$ cat src/rtl/i_norm_fixed_to_float_if.sv
// Start/acknowledge handshake and data bus for the fixed-to-float normalizer.
// The requester drives master; the converter uses slave.
interface i_norm_fixed_to_float_if #(
   parameter int unsigned W = 32
);
   logic          RST_FSM_FF;
   logic          Begin_FSM_FF;
   logic [W-1:0]  FIXED;
   logic          ACK_FF;
   logic [31:0]   RESULT;

   modport master (
      output RST_FSM_FF,
      output Begin_FSM_FF,
      output FIXED,
      input  ACK_FF,
      input  RESULT
   );

   modport slave (
      input  RST_FSM_FF,
      input  Begin_FSM_FF,
      input  FIXED,
      output ACK_FF,
      output RESULT
   );
endinterface

$ cat src/rtl/i_norm_fixed_to_float.sv
// Signed fixed-point to IEEE-754 single converter, normalizing one bit per cycle.
// Define FX2FP_ROUND_RNE_EN for round-to-nearest-even; default build truncates.
module i_norm_fixed_to_float #(
   parameter int unsigned W         = 32,
   parameter int unsigned FRAC_BITS = 26
) (
   input  logic                     CLK,
   input  logic                     RST_FF,
   i_norm_fixed_to_float_if.slave   bus_io
);

   typedef enum logic [2:0] {
      StIdle,
      StLoad,
      StNorm,
      StRound,
      StPack,
      StDone
   } state_e;

   // Exponent of the MSB position before any normalizing shift.
   localparam logic [8:0] ExpInit = 9'(127 + W - 1 - FRAC_BITS);

   state_e        state_q;
   logic [W-1:0]  fixed_q;
   logic [W-1:0]  mag_q;
   logic [8:0]    exp_q;
   logic [22:0]   mant_q;
   logic          sign_q;
   logic          zero_q;
   logic          ack_q;
   logic [31:0]   result_q;

   logic [W-1:0]  mag_abs;
   logic [22:0]   kept;
   logic          round_inc;
   logic [23:0]   mant_sum;

   // -2^(W-1) negates to itself, which read unsigned is exactly 2^(W-1).
   assign mag_abs = fixed_q[W-1] ? (~fixed_q + W'(1)) : fixed_q;

`ifdef FX2FP_ROUND_RNE_EN
   // Fraction bits below the hidden one, zero-padded so narrow W still yields 23+2 bits.
   logic [W+22:0] frac_ext;
   logic          guard;
   logic          sticky;

   assign frac_ext  = {mag_q[W-2:0], 24'b0};
   assign kept      = frac_ext[W+22 -: 23];
   assign guard     = frac_ext[W-1];
   assign sticky    = |frac_ext[W-2:0];
   assign round_inc = guard & (sticky | kept[0]);
`else
   assign kept      = 23'({mag_q[W-2:0], 23'b0} >> (W - 1));
   assign round_inc = 1'b0;
`endif

   assign mant_sum = {1'b0, kept} + 24'(round_inc);

   always_ff @(posedge CLK or negedge RST_FF) begin
      if (!RST_FF) begin
         state_q  <= StIdle;
         fixed_q  <= '0;
         mag_q    <= '0;
         exp_q    <= '0;
         mant_q   <= '0;
         sign_q   <= 1'b0;
         zero_q   <= 1'b0;
         ack_q    <= 1'b0;
         result_q <= '0;
      end else if (bus_io.RST_FSM_FF) begin
         state_q <= StIdle;
         ack_q   <= 1'b0;
      end else begin
         unique case (state_q)
            StIdle: begin
               if (bus_io.Begin_FSM_FF) begin
                  fixed_q <= bus_io.FIXED;
                  state_q <= StLoad;
               end
            end
            StLoad: begin
               sign_q  <= fixed_q[W-1];
               mag_q   <= mag_abs;
               exp_q   <= ExpInit;
               zero_q  <= (fixed_q == '0);
               state_q <= (fixed_q == '0) ? StPack : StNorm;
            end
            StNorm: begin
               if (mag_q[W-1]) begin
                  state_q <= StRound;
               end else begin
                  mag_q <= mag_q << 1;
                  exp_q <= exp_q - 9'd1;
               end
            end
            StRound: begin
               // On carry-out the low 23 bits are already zero.
               mant_q <= mant_sum[22:0];
               if (mant_sum[23]) begin
                  exp_q <= exp_q + 9'd1;
               end
               state_q <= StPack;
            end
            StPack: begin
               result_q <= zero_q ? 32'h0 : {sign_q, exp_q[7:0], mant_q};
               state_q  <= StDone;
            end
            StDone: begin
               ack_q <= 1'b1;
            end
            default: begin
               state_q <= StIdle;
            end
         endcase
      end
   end

   assign bus_io.ACK_FF = ack_q;
   assign bus_io.RESULT = result_q;

endmodule
$ cat src/flat_wrapper.sv
// flat-port wrapper written by rule: the top's interface ports become plain ports
module i_norm_fixed_to_float_flat 
#(
   parameter int unsigned W         = 32,
   parameter int unsigned FRAC_BITS = 26
)
  (CLK, RST_FF, bus_io_RST_FSM_FF, bus_io_Begin_FSM_FF, bus_io_FIXED, bus_io_ACK_FF, bus_io_RESULT);
  i_norm_fixed_to_float_if #(.W(W)) bus_io_i ();
  input  logic CLK;
  input  logic RST_FF;
  input wire logic [$bits(bus_io_i.RST_FSM_FF)-1:0] bus_io_RST_FSM_FF;
  input wire logic [$bits(bus_io_i.Begin_FSM_FF)-1:0] bus_io_Begin_FSM_FF;
  input wire logic [$bits(bus_io_i.FIXED)-1:0] bus_io_FIXED;
  output wire logic [$bits(bus_io_i.ACK_FF)-1:0] bus_io_ACK_FF;
  output wire logic [$bits(bus_io_i.RESULT)-1:0] bus_io_RESULT;
  assign bus_io_i.RST_FSM_FF = bus_io_RST_FSM_FF;
  assign bus_io_i.Begin_FSM_FF = bus_io_Begin_FSM_FF;
  assign bus_io_i.FIXED = bus_io_FIXED;
  assign bus_io_ACK_FF = bus_io_i.ACK_FF;
  assign bus_io_RESULT = bus_io_i.RESULT;
  i_norm_fixed_to_float #(.W(W), .FRAC_BITS(FRAC_BITS)) u_core (.CLK(CLK), .RST_FF(RST_FF), .bus_io(bus_io_i));
endmodule
$ cat config.mk
export PLATFORM = sky130hd
export DESIGN_NAME = i_norm_fixed_to_float_flat
export DESIGN_NICKNAME = d
export VERILOG_FILES = /design/src/rtl/i_norm_fixed_to_float_if.sv /design/src/rtl/i_norm_fixed_to_float.sv /design/src/flat_wrapper.sv
export SDC_FILE = /design/constraint.sdc
export NUM_CORES = 1
export LEC_CHECK = 0
export ABC_CLOCK_PERIOD_IN_PS = 2300
export BUFFER_PORTS_ARGS = -buffer_cell sky130_fd_sc_hd__buf_2
export CORE_ASPECT_RATIO = 1.25
export CORE_MARGIN = 3
export CORE_UTILIZATION = 59
export CTS_CLUSTER_DIAMETER = 120
export DETAILED_ROUTE_END_ITERATION = 10
export GPL_TIMING_DRIVEN = 1
export PLACE_DENSITY_LB_ADDON = 0.25
export RECOVER_POWER = 50
export SLEW_MARGIN = 15
export SYNTH_ARGS = -nofsm -noshare
export SYNTH_HDL_FRONTEND = slang
export SYNTH_SLANG_ARGS = --single-unit
$ cat constraint.sdc
create_clock -name CLK -period 2.3 [get_ports CLK]
set_clock_uncertainty 0.2 [all_clocks]
set_input_delay 0.345 -clock CLK [delete_from_list [all_inputs] [get_ports CLK]]
set_output_delay 0.345 -clock CLK [all_outputs]
set_load 0.02 [all_outputs]
==> results of run 1 <==
[worst reg2reg max path: stages, from the launching register on]
cell and delay [ns]:
dfrtp_1 0.44, nor4_1 0.46, nand2b_1 0.21, nor3b_1 0.22, buf_4 0.16, nand3_1 0.12
o41ai_1 0.28
[final cells by class]
cell class | count | area share
multi-input cells | 419 | 0.365
flip-flops and latches | 133 | 0.426
repair buffers | 127 | 0.113
clock inverters | 14 | 0.0162
well taps | 129 | 0.0207
inverters | 8 | 0.00384
clock buffers | 18 | 0.0562
[power breakdown]
group          internal (uW)  switching (uW)  total (uW)
clock                   1520            1030        2540
sequential              3310            1020        4330
combinational           1630            1870        3500
[metal layers]
layer / wire [um] / global-route usage / up-vias
met5: 0 / 0 / -
met4: 393 / 0.0956 / 0
met3: 879 / 0.0567 / 30
met2: 7100 / 0.419 / 171
met1: 5990 / 0.325 / 2334
li1: - / - / 2348
[cell families after synthesis]
group / count (synthesis) / share of synthesized area
fa+ha+maj: 2 / 0.00393
xor+xnor: 28 / 0.0385
simple gates: 199 / 0.169
mux: 60 / 0.105
flops: 133 / 0.523
buf+inv: 45 / 0.0364
compound gates: 130 / 0.124
[sequential cells by signal, indices dropped and copies added, names as in the netlist]
name,flops
u_core.bus_io.RESULT,32
u_core.fixed_q,32
u_core.mag_q,32
u_core.mant_q,23
u_core.exp_q,8
u_core.state_q,3
u_core.bus_io.ACK_FF,1
u_core.sign_q,1
u_core.zero_q,1
[worst paths after layout]
check                                                    start                              endpoint  slack, ns
max                             u_core.fixed_q[26]$_DFFE_PN0P_         u_core.state_q[2]$_DFFE_PN0P_       0.09
min                                        bus_io_Begin_FSM_FF         u_core.state_q[0]$_DFFE_PN0P_       0.11
max reg2reg                     u_core.fixed_q[26]$_DFFE_PN0P_         u_core.state_q[2]$_DFFE_PN0P_       0.09
min reg2reg                u_core.bus_io.RESULT[8]$_DFFE_PN0P_   u_core.bus_io.RESULT[8]$_DFFE_PN0P_       0.27
max in group asynchronous                               RST_FF          u_core.mant_q[1]$_DFFE_PN0P_       0.64
min in group asynchronous                               RST_FF  u_core.bus_io.RESULT[30]$_DFFE_PN0P_       0.43
[timing repair]
| item | in CTS | in global routing |
|---|---|---|
| buffers inserted | 0 | 1 |
| gates resized for setup | 0 | 6 |
| endpoints found under the setup margin | 0 | 14 |
| hold buffers | 34 | 0 |
| endpoints found under the hold margin | 71 | 0 |
[metrics by stage]
stage	worst slack (ns)	power, uW	area, um^2	util	hold WS [ns]
after floorplan	0.357	6620	6370	-	-0.151
after global placement	0.0496	7610	6880	0.667	0.143
after detailed placement	0.0487	7750	6880	0.667	0.150
after CTS	0.0322	10400	7780	0.755	0.0905
after global routing	-0.0430	11000	7810	0.758	0.131
final	0.0940	10400	7810	0.758	0.113
[placed cells by master (no fill, tap or decap), types with 11 or more instances in the layout]
cell / count
dfrtp_1: 133
buf_2: 56
and3_1: 13
clkbuf_1: 11
buf_4: 23
nand2b_1: 36
a21oi_1: 30
nand2_1: 57
nor2_1: 30
xor2_1: 20
mux2_2: 49
dlygate4sd3_1: 34
clkbuf_16: 17
o21ai_0: 56
==> results.toml, run 1 <==
[global_routing]
grt_pass1_wl_um = 23800
track_usage = 0.253
grt_max_degree = 65
antenna_found_initial = 0
grt_pass1_vias = 4800
grt_overflow = 0

[sta]
fmax_mhz = 453
relSlewSlack = 0.337
slew_violations = 0
setup_viol = 0
hold_viol_final = 0
setup_tns_ns = 0
tightest_slew_ns = 0.994
post-route-period-util = 0.959
min_period_ns = 2.21

[floorplanning]
die_h_um = 122
core-area_um2 = 10300
start_util = 0.618
design.die.area_um2 = 12100
fp.dieW_um = 98.9
io_pins = 69
rows = 41

[detailed_routing]
antenna_left = 0
vias = 4883
drt_iter0_markers = 338
routed_wl_um = 14400
via_per_inst = 5.76
drcViolationCount = 0
wire_per_inst_um = 16.9
drtPass1Iterations = 5

[layout]
diodes = 0
fill_cells = 721
multiInputGateArea_um2 = 2850
final_cells = 848
num-nets-final = 744
regArea_um2 = 3330
area_growth_pct = 22.7
drive_gt1_frac = 0.250

[synth]
synth_cells = 597
synth_cell_types = 53
ys.flop_type = "dfrtp_1"
ys_warn_count = 0
synth_area_leaders = "dfrtp_1, mux2_2, o21ai_0"
syn_nets = 635
synth-seq-cells = 133
synth.most_common_cell = "dfrtp_1"
synth.cell_area_um2 = 6370
yosysTopAreaCell = "dfrtp_1"
synth_top_cells_by_count = "dfrtp_1, nand2_1, o21ai_0"
yosysSeqAreaShare = 0.523
async_flop_share = 1.00
avgSynthCellArea_um2 = 10.7
synthDominantCellAreaShare = 0.523
synth_edf_count = 0

[critical_path]
cpPeakStageDelay_ns = 0.46
cp-end-kind = "flop"
crit_family = "simple AND/OR/NAND/NOR gates"
worstPathArrival_ns = 2.31
cp_slowest_cell = "nor4_1"
path_cells = "nor4_1, nand2b_1, nor3b_1, buf_4, nand3_1, o41ai_1"
startpoint_type = "flop"
cp_max_fo = 5
crit_buf_inv = 1
criticalPathCategory = "reg -> reg"
crit_cells = 6
r2r_cells = 6
cp.required_ns = 2.41

[run]
drv_cap = 0

[clock_network]
cts_buffers = 17
clk_latency_ns = 0.42
cts.path.max_buffers = 2
cts.sink_count = 133
path_clk_slew_ns = 0.06
tritoncts = "built"
cts_root_buf = "clkbuf_16"
h-tree-depth = 4

[placement]
place_hpwl_um = 9850
io_buffer_count = 68
place.gp.congestion = 0.926
dp.cells = 781

[hold_path]
hold_depth = 5
worstHoldPathType = "in -> reg"

[run_status]
status = "complete, no violations"

[power]
p_leak_uw = 0.00349
power_density_nw_per_um2 = 1330
ir_drop_mv = 0.817
(Power assumes the default switching activity.)
==> inputs of run 2 (changes only) <==
- RECOVER_POWER: 50 -> 100
==> run 2 against run 1 <==
Effect of this change: register-to-register slack about the same; power decreased by 0.29%; count of clock-buffer cells in the layout unchanged; combinational power decreased by 1%; cell count unchanged; design area decreased by 0.53%; worst hold slack improved by 0.0014 ns; sequential share of layout area increased by 0.23 points; setup slack got worse by 0.012 ns; non-clock buffer count unchanged; wire length increased by 0.37%.
==> results.toml, run 2 (synthesis results as in run 1) <==
[run_status]
status = "complete, no violations"

[critical_path]
r2r_cells = 6
startpoint_type = "flop"
cp_slowest_cell = "nor4_1"
criticalPathCategory = "reg -> reg"
r2r_setup_slack_ns = 0.08
r2r_start = "u_core.fixed_q[26]$_DFFE_PN0P_"
crit_family = "simple AND/OR/NAND/NOR gates"
worstPathArrival_ns = 2.32
cpPeakStageDelay_ns = 0.46
cp-end-kind = "flop"
path_cells = "nor4_1, nand2b_1, nor3b_1, buf_4, nand3_1, o41ai_1"
cp_max_fo = 5
crit_buf_inv = 1
worstReg2RegEnd = "u_core.state_q[2]$_DFFE_PN0P_"
cp.required_ns = 2.40

[hold_path]
hold_depth = 5
worstHoldPathType = "in -> reg"
min_to = "u_core.state_q[0]$_DFFE_PN0P_"
min-delay-start = "bus_io_Begin_FSM_FF"

[placement]
dp.cells = 781
place_hpwl_um = 9850
io_buffer_count = 68
place.gp.congestion = 0.926

[clock_network]
clk_latency_ns = 0.42
cts_buffers = 17
cts.sink_count = 133
path_clk_slew_ns = 0.06
cts.path.max_buffers = 2
tritoncts = "built"
h-tree-depth = 4
cts_root_buf = "clkbuf_16"

[detailed_routing]
routed_wl_um = 14400
drtPass1Iterations = 6
drt_iter0_markers = 339
vias = 4917
via_per_inst = 5.80
antenna_left = 0
drcViolationCount = 0
wire_per_inst_um = 17.0

[global_routing]
antenna_found_initial = 0
grt_max_degree = 65
track_usage = 0.253
grt_overflow = 0
grt_pass1_wl_um = 23800
grt_pass1_vias = 4800

[sta]
relSlewSlack = 0.334
tightest_slew_ns = 0.999
post-route-period-util = 0.965
fmax_mhz = 451
hold_viol_final = 0
setup_viol = 0
slew_violations = 0
min_period_ns = 2.22

[power]
switchingPower_uw = 3930
swShare = 0.380
power_density_nw_per_um2 = 1330
p_clk_frac = 0.246
p_int_uw = 6410
power_uw = 10300
p_leak_uw = 0.00339
comb_power_share = 0.335
p_seq_frac = 0.419
ir_drop_mv = 0.817

[layout]
fill_cells = 728
area_growth_pct = 22.0
diodes = 0
layout_commonest_cell = "dfrtp_1"
layout_common_cells = "dfrtp_1, nand2_1, o21ai_0, mux2_2"
drive_gt1_frac = 0.218
final_cells = 848
num-nets-final = 744
fin_util = 0.754

[floorplanning]
core-area_um2 = 10300
io_pins = 69
rows = 41
fp.dieW_um = 98.9
start_util = 0.618
design.die.area_um2 = 12100
die_h_um = 122

[run]
drv_cap = 0
-- run 2: cell count changes in the layout (fill, tap and decap cells not counted), sizes merged --
cell	before	now
buf	81	54
clkbuf	30	57
-- run 2: layer usage --
layer | vias to the layer above | wire length (um) | GRT usage
met5 | - | 0 | 0
met4 | 0 | 276 | 0.0956
met3 | 20 | 757 | 0.0567
met2 | 177 | 7230 | 0.419
met1 | 2374 | 6150 | 0.325
li1 | 2346 | - | -
-- run 2: cell type report --
type                    count  area, um^2  area share
well taps                 129         161      0.0208
clock inverters            14         126      0.0163
flip-flops and latches    133        3330       0.428
repair buffers            127         838       0.108
clock buffers              18         439      0.0565
inverters                   8        30.0     0.00386
multi-input cells         419        2850       0.366
-- run 2: how the worst max path moves through the flow --
stage | startpoint | end | slack, ns | cells past startpoint
detailed placement | u_core.fixed_q[0]$_DFFE_PN0P_ | u_core.state_q[2]$_DFFE_PN0P_ | 0.05 | 7
floorplan | bus_io_RST_FSM_FF | u_core.mant_q[10]$_DFFE_PN0P_ | 0.36 | 6
global route | u_core.fixed_q[0]$_DFFE_PN0P_ | u_core.mag_q[20]$_DFFE_PN0P_ | -0.04 | 7
finish | u_core.fixed_q[26]$_DFFE_PN0P_ | u_core.state_q[2]$_DFFE_PN0P_ | 0.08 | 6
CTS | u_core.fixed_q[0]$_DFFE_PN0P_ | u_core.state_q[2]$_DFFE_PN0P_ | 0.03 | 7
global placement | u_core.fixed_q[26]$_DFFE_PN0P_ | u_core.mag_q[30]$_DFFE_PN0P_ | 0.05 | 5
-- run 2: tightest hold or removal path, cell delays in order --
cell	delay [ns]
buf_2	0.11
inv_1	0.05
o22ai_1	0.07
nand2_1	0.06
a21oi_1	0.05
-- run 2: power groups by stage --
stage / Clock, uW / Combinational (uW) / Sequential, uW
after floorplan: 0 / 2420 / 4200
after global placement: 0 / 3340 / 4260
after global routing: 2690 / 3860 / 4450
after CTS: 2580 / 3500 / 4300
after detailed placement: 0 / 3420 / 4330
final: 2540 / 3460 / 4340
-- run 2: metrics by stage --
stage          hold WS (ns)  setup TNS [ns]  area [um^2]  setup WS [ns]
3_5_place_dp          0.150               0         6880         0.0487
3_3_place_gp          0.143               0         6880         0.0496
4_1_cts              0.0905               0         7780         0.0322
2_1_floorplan        -0.151               0         6370          0.357
6_report              0.114               0         7770         0.0816
5_1_grt               0.131         -0.0715         7770        -0.0430
-- run 2: repair_timing --
action / CTS / global route
hold endpoints to repair: 71 / 0
setup endpoints to repair: 0 / 14
setup buffers: 0 / 1
resized for setup: 0 / 6
hold buffers: 34 / 0
